## config.mk

```make
export PLATFORM = sky130hd
export DESIGN_NAME = stream_unpacker
export DESIGN_NICKNAME = d
export VERILOG_FILES = /design/src/rtl/stream_unpacker.sv
export SDC_FILE = /design/constraint.sdc
export NUM_CORES = 1
export LEC_CHECK = 0
export ABC_CLOCK_PERIOD_IN_PS = 6100
export CORE_MARGIN = 8
export CORE_UTILIZATION = 43
export DETAILED_ROUTE_END_ITERATION = 7
export GPL_TIMING_DRIVEN = 0
export PLACE_DENSITY = 0.74
export SETUP_SLACK_MARGIN = 0.1
export SYNTH_ARGS = -nofsm -noshare
export SYNTH_HDL_FRONTEND = slang
export SYNTH_SLANG_ARGS = --single-unit
```

## constraint.sdc

```tcl
create_clock -name clk -period 6.1 [get_ports clk]
set_input_delay 1.22 -clock clk [delete_from_list [all_inputs] [get_ports clk]]
set_output_delay 1.22 -clock clk [all_outputs]
set_load 0.02 [all_outputs]
```

## src/rtl/stream_unpacker.sv

```systemverilog
// Stream unpacker: splits a stream of packed W-bit words into P-bit values
// (LSB-first, straddling allowed) and returns each sign- or zero-extended to W bits.
module stream_unpacker #(
   parameter int BIT_WIDTH = 16,
   parameter int PREC_BITS = 5,
   parameter int CNT_BITS  = 16
) (
   input  logic                 clk,
   input  logic                 rst,
   input  logic                 i_cfg_valid,
   output logic                 o_cfg_ready,
   input  logic [PREC_BITS-1:0] i_prec,
   input  logic                 i_signed,
   input  logic [CNT_BITS-1:0]  i_num,
   input  logic                 i_in_valid,
   input  logic [BIT_WIDTH-1:0] i_in,
   output logic                 o_in_ready,
   output logic                 o_out_valid,
   output logic [BIT_WIDTH-1:0] o_out,
   input  logic                 i_out_ready,
   output logic                 o_done,
   output logic                 o_busy,
   output logic                 o_err
);

   localparam int BUF_W  = 2 * BIT_WIDTH;
   localparam int FILL_W = $clog2(BUF_W + 1);

   typedef enum logic {S_IDLE, S_RUN} state_e;

   state_e               state_q;
   logic [PREC_BITS-1:0] prec_q;
   logic                 signed_q;
   logic [CNT_BITS-1:0]  cnt_q;
   logic [BUF_W-1:0]     buf_q, buf_d;
   logic [FILL_W-1:0]    fill_q, fill_d;
   logic                 done_q;
   logic                 err_q;

   logic                 run;
   logic                 push;
   logic                 pop;
   logic                 last_pop;
   logic                 cfg_bad;
   logic                 sign_bit;
   logic [BIT_WIDTH-1:0] val_mask;
   logic [BUF_W-1:0]     shifted;
   logic [FILL_W-1:0]    base;

   assign run         = (state_q == S_RUN);
   assign o_cfg_ready = ~run;
   assign o_busy      = run;
   assign o_done      = done_q;
   assign o_err       = err_q;

   // NOTE: o_in_ready depends on registered fill only, never on i_out_ready, so
   // upstream and downstream handshakes cannot form a combinational path.
   assign o_in_ready  = run && (int'(fill_q) <= BIT_WIDTH);
   assign o_out_valid = run && (int'(fill_q) >= int'(prec_q));

   assign push     = o_in_ready && i_in_valid;
   assign pop      = o_out_valid && i_out_ready;
   assign last_pop = pop && (cnt_q == CNT_BITS'(1));
   assign cfg_bad  = (i_prec == '0) || (int'(i_prec) > BIT_WIDTH);

   // Output value: low P bits of the buffer, upper bits from the extension bit.
   always_comb begin
      val_mask = '0;
      for (int i = 0; i < BIT_WIDTH; i++) begin
         val_mask[i] = (i < int'(prec_q));
      end
   end

   assign sign_bit = signed_q && (prec_q != '0) &&
                     (|(buf_q & (BUF_W'(1) << (prec_q - PREC_BITS'(1)))));
   assign o_out    = (buf_q[BIT_WIDTH-1:0] & val_mask) |
                     (~val_mask & {BIT_WIDTH{sign_bit}});

   // NOTE: bits at and above fill are kept zero (buffer cleared on reset, config
   // and frame end; right shifts bring in zeros), so a push simply ORs in.
   always_comb begin
      shifted = pop ? (buf_q >> prec_q) : buf_q;
      base    = pop ? (fill_q - FILL_W'(prec_q)) : fill_q;
      buf_d   = shifted;
      fill_d  = base;
      if (push) begin
         buf_d  = shifted | (BUF_W'(i_in) << base);
         fill_d = base + FILL_W'(BIT_WIDTH);
      end
   end

   always_ff @(posedge clk) begin
      if (rst) begin
         state_q  <= S_IDLE;
         prec_q   <= '0;
         signed_q <= 1'b0;
         cnt_q    <= '0;
         buf_q    <= '0;
         fill_q   <= '0;
         done_q   <= 1'b0;
         err_q    <= 1'b0;
      end else begin
         done_q <= 1'b0;
         case (state_q)
            S_IDLE: begin
               if (i_cfg_valid) begin
                  prec_q   <= i_prec;
                  signed_q <= i_signed;
                  cnt_q    <= i_num;
                  buf_q    <= '0;
                  fill_q   <= '0;
                  err_q    <= cfg_bad;
                  if (cfg_bad || (i_num == '0)) begin
                     done_q <= 1'b1;
                  end else begin
                     state_q <= S_RUN;
                  end
               end
            end
            S_RUN: begin
               if (last_pop) begin
                  // Residual padding bits and any word pushed this cycle are dropped.
                  state_q <= S_IDLE;
                  buf_q   <= '0;
                  fill_q  <= '0;
                  cnt_q   <= '0;
                  done_q  <= 1'b1;
               end else begin
                  buf_q  <= buf_d;
                  fill_q <= fill_d;
                  if (pop) begin
                     cnt_q <= cnt_q - CNT_BITS'(1);
                  end
               end
            end
            default: state_q <= S_IDLE;
         endcase
      end
   end

endmodule

```

==> metrics, run 1 <==
Synth Warn #=0; full die area=0.0200 mm2; WL per Instance=22.8 um; drt initial violations=1388; max capacitance violation total=0; Internal=0.000907 W; worst-skew pair later-pin latency=0.34 ns; Final Util=0.520; crit path max fanout=10; required time worst endpoint=4.88 ns; Final Cycle Share=0.896; Final Hold Fails=0; CTS tree=done; Tightest Hold Check Type=register to register; Switch Pwr=0.000502 W; Peak Freq=183 MHz; dpl hpwl=20500 um; hold buffers post-CTS=0; vias=8022; Avg Cell Area, Syn=7.68 um2; Max clock buf depth=2; grt met2 use=0.405; clk root buf=clkbuf_16; combinational cell fraction of total power=0.314; Tmin final=5.47 ns; leading cell types by count after synthesis=123 x nand2_1, 79 x nor2_1, 63 x dfxtp_1, 63 x mux2i_1, 57 x a21oi_1; switch share=0.356; Net Count, Synth=930; DR vias/cell=6.86; Design Area, Final=0.00794 mm2; FF-to-FF path depth=14; Hold Crit Start=signed_q$_SDFFE_PP0P_; crit start category=register; Lkg Pwr=2.75 nW; first-pass GRT wire length=42300 um; CP Data Arrival Time=4.25 ns; worst hold stages=2; DR pass1 iterations=8; PD cells=177 mW/mm2; initial antenna violation count=0; CTS sink cnt=63; worst hold slack=0.480 ns; Die H=141 um; critical path endpoint category=output port; met1 usage=0.343; launch point of the worst reg-to-reg path=prec_q[2]$_SDFFE_PP0P_; hold endpoint=signed_q$_SDFFE_PP0P_; status=complete, but fails checks; failing checks=design-rule violations; Slew Limit Fails=0; Clk pwr share=0.369; Worst-Margin Slew=0.964 ns; core area=0.0153 mm2; drt drc=3; CTS buffer count=9; Final setup viols=0; final setup skew=0.00679 ns; GR peak layer=met2; GRT Total Usage=0.265; vias in the first global route=7626; Die Wd=141 um; fillers=1480; H-tree depth=3; Synth Flop Type=dfxtp_1; library cells used by synthesis=76; PortBufs=63; maximum VDD drop=0.183 mV; TNS Setup=0 ns; IO Pins=65; RSZ-0062 raised after global routing=no; Core Rows=45; Routed WL=26700 um; grt ovf=0; Initial Util=0.442; #FFs+latches synth=63; Area contributors post-synth=dfxtp_1 19%, mux2i_1 9.3%, mux4_2 8.7%, nand2_1 6.8%, mux2_2 4.8%; number of enable flip-flop cells after synthesis=0; sequential share of power=0.317; Cell Area, Synth=0.00675 mm2; Area after DPL=0.00764 mm2; Yosys top cell area share=0.187; Synth Instances=879; most common cell in the netlist=nand2_1; M3 GR Usage=0.0772; Routed Antenna Nets=0; Setup CP Type=register to output port; layout cell share with drive strength beyond 1=0.105; clock-pin slew on the worst setup and hold paths=0.06 ns; largest net degree at the start of global routing=13; reg2reg setup slack=0.67 ns; Layout area overhead=17.7%; fin nets=1004; FF-to-FF End=buf_q[7]$_SDFFE_PP0P_; GP Congestion=1.07; ys async rst share=0; Slew HR=0.352; largest area contributor in the netlist=dfxtp_1; post-synthesis sequential area ratio=0.187; Diodes inserted=0
[timing repair]
item / in CTS / in global routing
resized for setup: 0 / 1
setup buffers: 0 / 0
setup endpoints to repair: 0 / 4
endpoints found under the hold margin: 0 / 0
[area by class of cell]
class | count | area, um2 | area share
Multi-Input combinational cell | 729 | 5120 | 0.645
Sequential cell | 63 | 1260 | 0.159
Timing Repair Buffer | 63 | 631 | 0.0794
Buffer | 75 | 324 | 0.0408
Tap cell | 211 | 264 | 0.0332
Clock buffer | 9 | 225 | 0.0284
Clock inverter | 7 | 70.1 | 0.00882
Inverter | 12 | 45.0 | 0.00567
[sequential cells by signal, indices dropped and copies added (netlist names)]
signal    cells
prec_q        5
o_done        1
fill_q        6
signed_q      1
buf_q        32
o_err         1
cnt_q        16
o_busy        1
[through the flow]
| stage | total power, W | setup WS (ns) | instances |
|---|---|---|---|
| 6_report | 0.00141 | 0.634 | 1169 |
| 5_1_grt | 0.00147 | 0.336 | 1169 |
| 4_1_cts | 0.00140 | 0.475 | 1169 |
| 3_5_place_dp | 0.000882 | 0.849 | 1153 |
| 3_3_place_gp | 0.000880 | 0.849 | 1153 |
| 2_1_floorplan | 0.000735 | 2.08 | 879 |
[power by group through the flow]
stage	clock network, W	registers (W)	logic [W]
final	0.000520	0.000447	0.000443
after global routing	0.000543	0.000448	0.000476
after CTS	0.000522	0.000445	0.000429
after detailed placement	0	0.000454	0.000427
after global placement	0	0.000454	0.000426
after floorplan	0	0.000451	0.000284
[worst max-delay path, cell delays in order, from the launching register on]
cell,delay [ns]
dfxtp_1,0.40
clkbuf_1,0.35
buf_2,0.37
clkbuf_1,0.44
buf_1,0.48
a22oi_1,0.18
a32oi_1,0.27
o21ai_2,0.19
nor2_1,0.36
mux2_2,0.24
clkdlybuf4s50_1,0.60
[placed cells by master, fill, tap and decap left out, types with 5 or more instances in the layout]
cell / n
and3_1: 7
inv_1: 11
mux2i_1: 63
o31ai_1: 9
ha_1: 7
a22oi_1: 21
nand2_1: 123
a21oi_1: 57
nor4_1: 12
nand3_1: 22
o211ai_1: 16
o22ai_1: 9
and2_1: 5
clkdlybuf4s50_1: 63
dfxtp_1: 63
buf_2: 7
o221ai_1: 6
mux2_2: 29
clkbuf_1: 53
or3_1: 6
clkbuf_16: 9
nor3_1: 23
mux4_2: 26
a211oi_1: 17
nor2b_1: 7
xor2_1: 6
a32oi_1: 6
a31oi_1: 17
a22o_1: 13
o21ai_0: 50
a21o_1: 8
nor2_1: 79
buf_1: 10
[worst max-delay path by stage]
stage / from / endpoint / slack (ns)
after global placement: prec_q[0]$_SDFFE_PP0P_ / o_out[6] / 0.85
after floorplan: prec_q[3]$_SDFFE_PP0P_ / buf_q[20]$_SDFFE_PP0P_ / 2.08
after global routing: prec_q[0]$_SDFFE_PP0P_ / o_out[6] / 0.34
after CTS: prec_q[0]$_SDFFE_PP0P_ / o_out[6] / 0.47
after detailed placement: prec_q[0]$_SDFFE_PP0P_ / o_out[6] / 0.85
final: prec_q[0]$_SDFFE_PP0P_ / o_out[6] / 0.63
[cells by family after synthesis]
group / Yosys count / share of synthesized area
buffers and inverters: 87 / 0.0547
AO/OA/AOI/OAI: 283 / 0.289
flip-flops: 63 / 0.187
adder cells (fa/ha/maj): 8 / 0.0159
multiplexers: 121 / 0.235
AND/OR/NAND/NOR: 308 / 0.207
XOR/XNOR: 9 / 0.0117
[metal layers]
metal | share of wire | vias to the layer above
met4 | 0.043 | 0
li1 | - | 3526
met3 | 0.14 | 115
met5 | 0 | -
met2 | 0.43 | 658
met1 | 0.39 | 3723
(Power assumes the default switching activity.)
==> run 2, diff against run 1 <==
--- a/config.mk
+++ b/config.mk
@@ -6,7 +6,7 @@
 export NUM_CORES = 1
 export LEC_CHECK = 0
 export ABC_CLOCK_PERIOD_IN_PS = 6100
-export CORE_MARGIN = 8
+export CORE_MARGIN = 4
 export CORE_UTILIZATION = 43
 export DETAILED_ROUTE_END_ITERATION = 7
 export GPL_TIMING_DRIVEN = 0
==> run 2 against run 1 <==
  * The flow now finishes without violations
  * Final area hardly changed
  * Clock skew is 0.0015 ns higher
  * Sequential share of layout area hardly changed
  * Sequential power hardly changed
  * Critical path type unchanged
  * Critical endpoint is now o_out[10]
  * Highest routed layer unchanged
==> metrics, run 2 (synthesis gave the netlist of run 1 again) <==
status=finished clean; drt initial violations=1154; delay-heaviest family, CP=buffers and inverters; critical path endpoint category=output port; Tmin final=5.79 ns; Die Wd=133 um; hold buffers post-CTS=0; most used cell, CP=clkbuf_1; DR pass1 iterations=8; worst hold slack=0.459 ns; Core Rows=45; largest register by flop count=buf_q; Top Registers=buf_q x32, cnt_q x16, fill_q x6; Final Cycle Share=0.949; clock-pin slew on the worst setup and hold paths=0.06 ns; max reg flops=32; setup slack at placement=0.660 ns; Diodes inserted=0; Slew HR=0.259; vias=8015; vias in the first global route=7487; Slew Limit Fails=0; crit start category=register; GP Congestion=1.03; max capacitance violation total=0; worst path bufs/invs=4; worst-skew pair later-pin latency=0.34 ns; layout cell share with drive strength beyond 1=0.104; commonest non-fill, non-tap cell in the layout=nand2_1; core area=0.0153 mm2; Max clock buf depth=2; CP max stage delay=0.63 ns; dpl hpwl=21600 um; CTS tree=done; Final Hold Fails=0; Initial Util=0.442; Routed WL=28300 um; first-pass GRT wire length=43500 um; RSZ-0062 raised after global routing=no; cts repair resizes=0; Die H=133 um; largest net degree at the start of global routing=13; CP Data Arrival Time=4.57 ns; Tightest Hold Check Type=register to register; H-tree depth=3; fin nets=1004; Slowest cell on crit path=o21ai_1; postcts setup bufs=0; clk root buf=clkbuf_16; Routed Antenna Nets=0; Layout area overhead=17.7%; CTS sink cnt=63; Lkg Pwr=2.75 nW; Worst-Margin Slew=1.10 ns; DR vias/cell=6.86; crit-path cells=clkbuf_1 > buf_1 > clkbuf_1 > o21ai_0 > a31oi_1 > a32oi_1 > o21ai_1 > nor2_1 > mux2_2 > clkdlybuf4s50_1; Peak Freq=173 MHz; PnR worst setup slack=0.311 ns; GRT Total Usage=0.308; non-filler instance count after layout=1169; final setup skew=0.00827 ns; WL per Instance=24.2 um; IO Pins=65; crit path max fanout=10; full die area=0.0178 mm2; required time worst endpoint=4.88 ns; PD cells=179 mW/mm2; most frequent cells in the layout=123 x nand2_1, 79 x nor2_1, 63 x mux2i_1, 63 x dfxtp_1, 63 x clkdlybuf4s50_1; DP Cell Count=1153; Setup CP Type=register to output port; PortBufs=63; grt ovf=0; TNS Setup=0 ns; CTS buffer count=9; drt drc=0; maximum VDD drop=0.163 mV; Final setup viols=0; initial antenna violation count=0
run 2: power by group:
part           internal [W]  leakage, nW  switching, W
Sequential         0.000428        0.512     0.0000188
Combinational      0.000163         2.09      0.000287
Clock              0.000317        0.142      0.000208
Total              0.000907         2.75      0.000514
run 2: stage by stage:
stage               cell area [um2]  power, W   util
global placement               7640  0.000889  0.501
finish                         7940   0.00142  0.520
CTS                            7940   0.00141  0.520
detailed placement             7640  0.000886  0.501
floorplan                      6750  0.000735      -
global route                   7940   0.00147  0.520
run 2: final timing paths:
kind	startpoint	to	slack, ns	cells past startpoint
min reg2reg	signed_q$_SDFFE_PP0P_	signed_q$_SDFFE_PP0P_	0.46	2
max	prec_q[0]$_SDFFE_PP0P_	o_out[10]	0.31	10
max reg2reg	prec_q[2]$_SDFFE_PP0P_	buf_q[21]$_SDFFE_PP0P_	0.44	16
min	signed_q$_SDFFE_PP0P_	signed_q$_SDFFE_PP0P_	0.46	2
run 2: worst register-to-register path, delay by kind of cell, from the launching register on:
family          cells  cell delay, ns
fa+ha+maj           1            0.34
simple gates        2            0.29
flops               1            0.38
mux                 2            0.59
compound gates      5            1.56
buf+inv             6            2.38
run 2: per-layer routing:
metal	global-route usage	wire length (um)	vias to the layer above	part of all wire
li1	-	-	3519	-
met1	0.418	11400	3829	0.40
met2	0.469	12200	560	0.43
met3	0.0767	3450	107	0.12
met4	0.128	1280	0	0.045
met5	0	0	-	0
run 2: cell type report:
cell class / count / area, um2
sequential: 63 / 1260
buffer: 75 / 324
fill: 1475 / 7320
clock inverter: 7 / 72.6
clock buffer: 9 / 225
inverter: 12 / 45.0
tap: 211 / 264
multi-input combinational: 729 / 5120
timing repair buffer: 63 / 631
==> patch (flow settings as in run 2) <==
`BIT_WIDTH`: 16 -> 32.
--- a/src/rtl/stream_unpacker.sv
+++ b/src/rtl/stream_unpacker.sv
@@ -1,7 +1,7 @@
 // Stream unpacker: splits a stream of packed W-bit words into P-bit values
 // (LSB-first, straddling allowed) and returns each sign- or zero-extended to W bits.
 module stream_unpacker #(
-   parameter int BIT_WIDTH = 16,
+   parameter int BIT_WIDTH = 32,
    parameter int PREC_BITS = 5,
    parameter int CNT_BITS  = 16
 ) (
Interface: changed (resized i_in and o_out); port bits go from 65 to 97. No check against the original RTL was run, so the function may have changed too.
==> patch against run 2 <==
First-iteration DRC count up 97%; synthesized area rose by 71%; critical path type is now reg -> reg; wire length is 130% higher; global-route usage rose by 12 points; via count rose by 86%; total power grew 61%; combinational power is 130% higher; highest routed layer is now met5; cell area is 67% higher; worst setup slack got worse by 0.10 ns; sequential cell count up 33.
==> patch: results (changes against run 2) <==
[power]
seq_power_mw=0.688  ; was 0.446 mW
ir_worst_vdd_mv=0.130  ; was 0.163 mV
switching_share=0.455  ; was 0.362
p_per_area_nw_per_um2=173  ; was 179 nW/um2
leakagePower_nw=4.85  ; was 2.75 nW

[clock_tree]
insertion_delay_ns=0.37  ; was 0.34 ns
cts_resized=8  ; was 0

[global_routing]
grt_pass1_wl_um=94900  ; was 43500 um
grt_max_degree=19  ; was 13
grtUsageTotal=0.432  ; was 0.308
antenna_found_initial=2  ; was 0

[detailed_routing]
drt-met1-wl_um=23800  ; was 11400 um
routed_wirelength_um=65000  ; was 28300 um
num_vias=14900  ; was 8015
met3_length_um=7200  ; was 3450 um
top_layer=met5  ; was met4
dr.pass1.iters=7  ; was 8

[sta]
finClkSkew_ns=0.0132  ; was 0.00827 ns

[setup_path]
r2r-end=buf_q[28]$_SDFFE_PP0P_  ; was buf_q[21]$_SDFFE_PP0P_
ff2ff_path_depth=17  ; was 16
worst_ep_arrival_time_ns=6.10  ; was 4.57 ns
cp_slowest_cell=mux2i_1  ; was o21ai_1
worst-setup-path-type=reg -> reg  ; was reg -> out
timing.rr.start=prec_q[3]$_SDFFE_PP0P_  ; was prec_q[2]$_SDFFE_PP0P_

[worst_hold_path]
hold_end=o_err$_SDFFE_PP0P_  ; was signed_q$_SDFFE_PP0P_
holdCritStartpoint=o_err$_SDFFE_PP0P_  ; was signed_q$_SDFFE_PP0P_

[placement]
place_area_um2=12900  ; was 7640 um2
portBuffers=96  ; was 63

[outcome]
run_status=finished clean  ; unchanged

[synth]
ys_seq_area_frac=0.167  ; was 0.187
synthCells=1570  ; was 879
yosysUniqueCellTypes=85  ; was 76
ys_top_cells_by_count=nand2_1 (231), nor2_1 (132), mux2i_1 (118), a21oi_1 (105), o21ai_0 (101)  ; was nand2_1 (123), nor2_1 (79), dfxtp_1 (63), mux2i_1 (63), a21oi_1 (57)

[final_layout]
fin_nets=1744  ; was 1004

==> patch: changes by cell type in the layout (fill, tap and decap cells not counted), moves of 36 or more <==
| cell | run 2 | this run |
|---|---|---|
| nor3_1 | 23 | 72 |
| a21oi_1 | 57 | 104 |
| nand2_1 | 123 | 231 |
| o21ai_0 | 50 | 100 |
| mux2i_1 | 63 | 117 |
| a211oi_1 | 17 | 53 |
| nor2_1 | 79 | 132 |
==> patch: final cells by class <==
| class | count | area, um2 |
|---|---|---|
| clock inverter | 7 | 65.1 |
| antenna | 2 | 5.00 |
| multi-input combinational | 1313 | 8980 |
| sequential | 96 | 1920 |
| fill | 2674 | 12900 |
| tap | 335 | 419 |
| clock buffer | 9 | 225 |
| inverter | 23 | 86.3 |
| timing repair buffer | 98 | 976 |
| buffer | 136 | 576 |
==> patch: per-layer routing <==
metal,up-vias,global-route usage
met4,2,0.290
met5,-,0
met1,7063,0.531
li1,6233,-
met2,1256,0.672
met3,338,0.102
==> patch: cells by family (layout without fill, tap and decap cells) <==
kind of cell,after synthesis,in the layout,synth area share
adders and majority gates,8,8,0.00935
and+or+nand+nor,571,571,0.223
other,0,2,0
buffers and inverters,161,273,0.0560
AOI/OAI and AO/OA,520,520,0.313
xor gates and xnor gates,13,13,0.00989
muxes,201,201,0.222
DFF,96,96,0.167
==> patch: metrics by stage <==
| stage | setup WS [ns] | hold WS, ns | TNS, ns |
|---|---|---|---|
| floorplan | 1.68 | 0.432 | 0 |
| global placement | -0.783 | 0.448 | -11.32 |
| detailed placement | -0.808 | 0.449 | -14.08 |
| CTS | 0.120 | 0.459 | 0 |
| global route | 0.105 | 0.484 | 0 |
| finish | 0.210 | 0.455 | 0 |
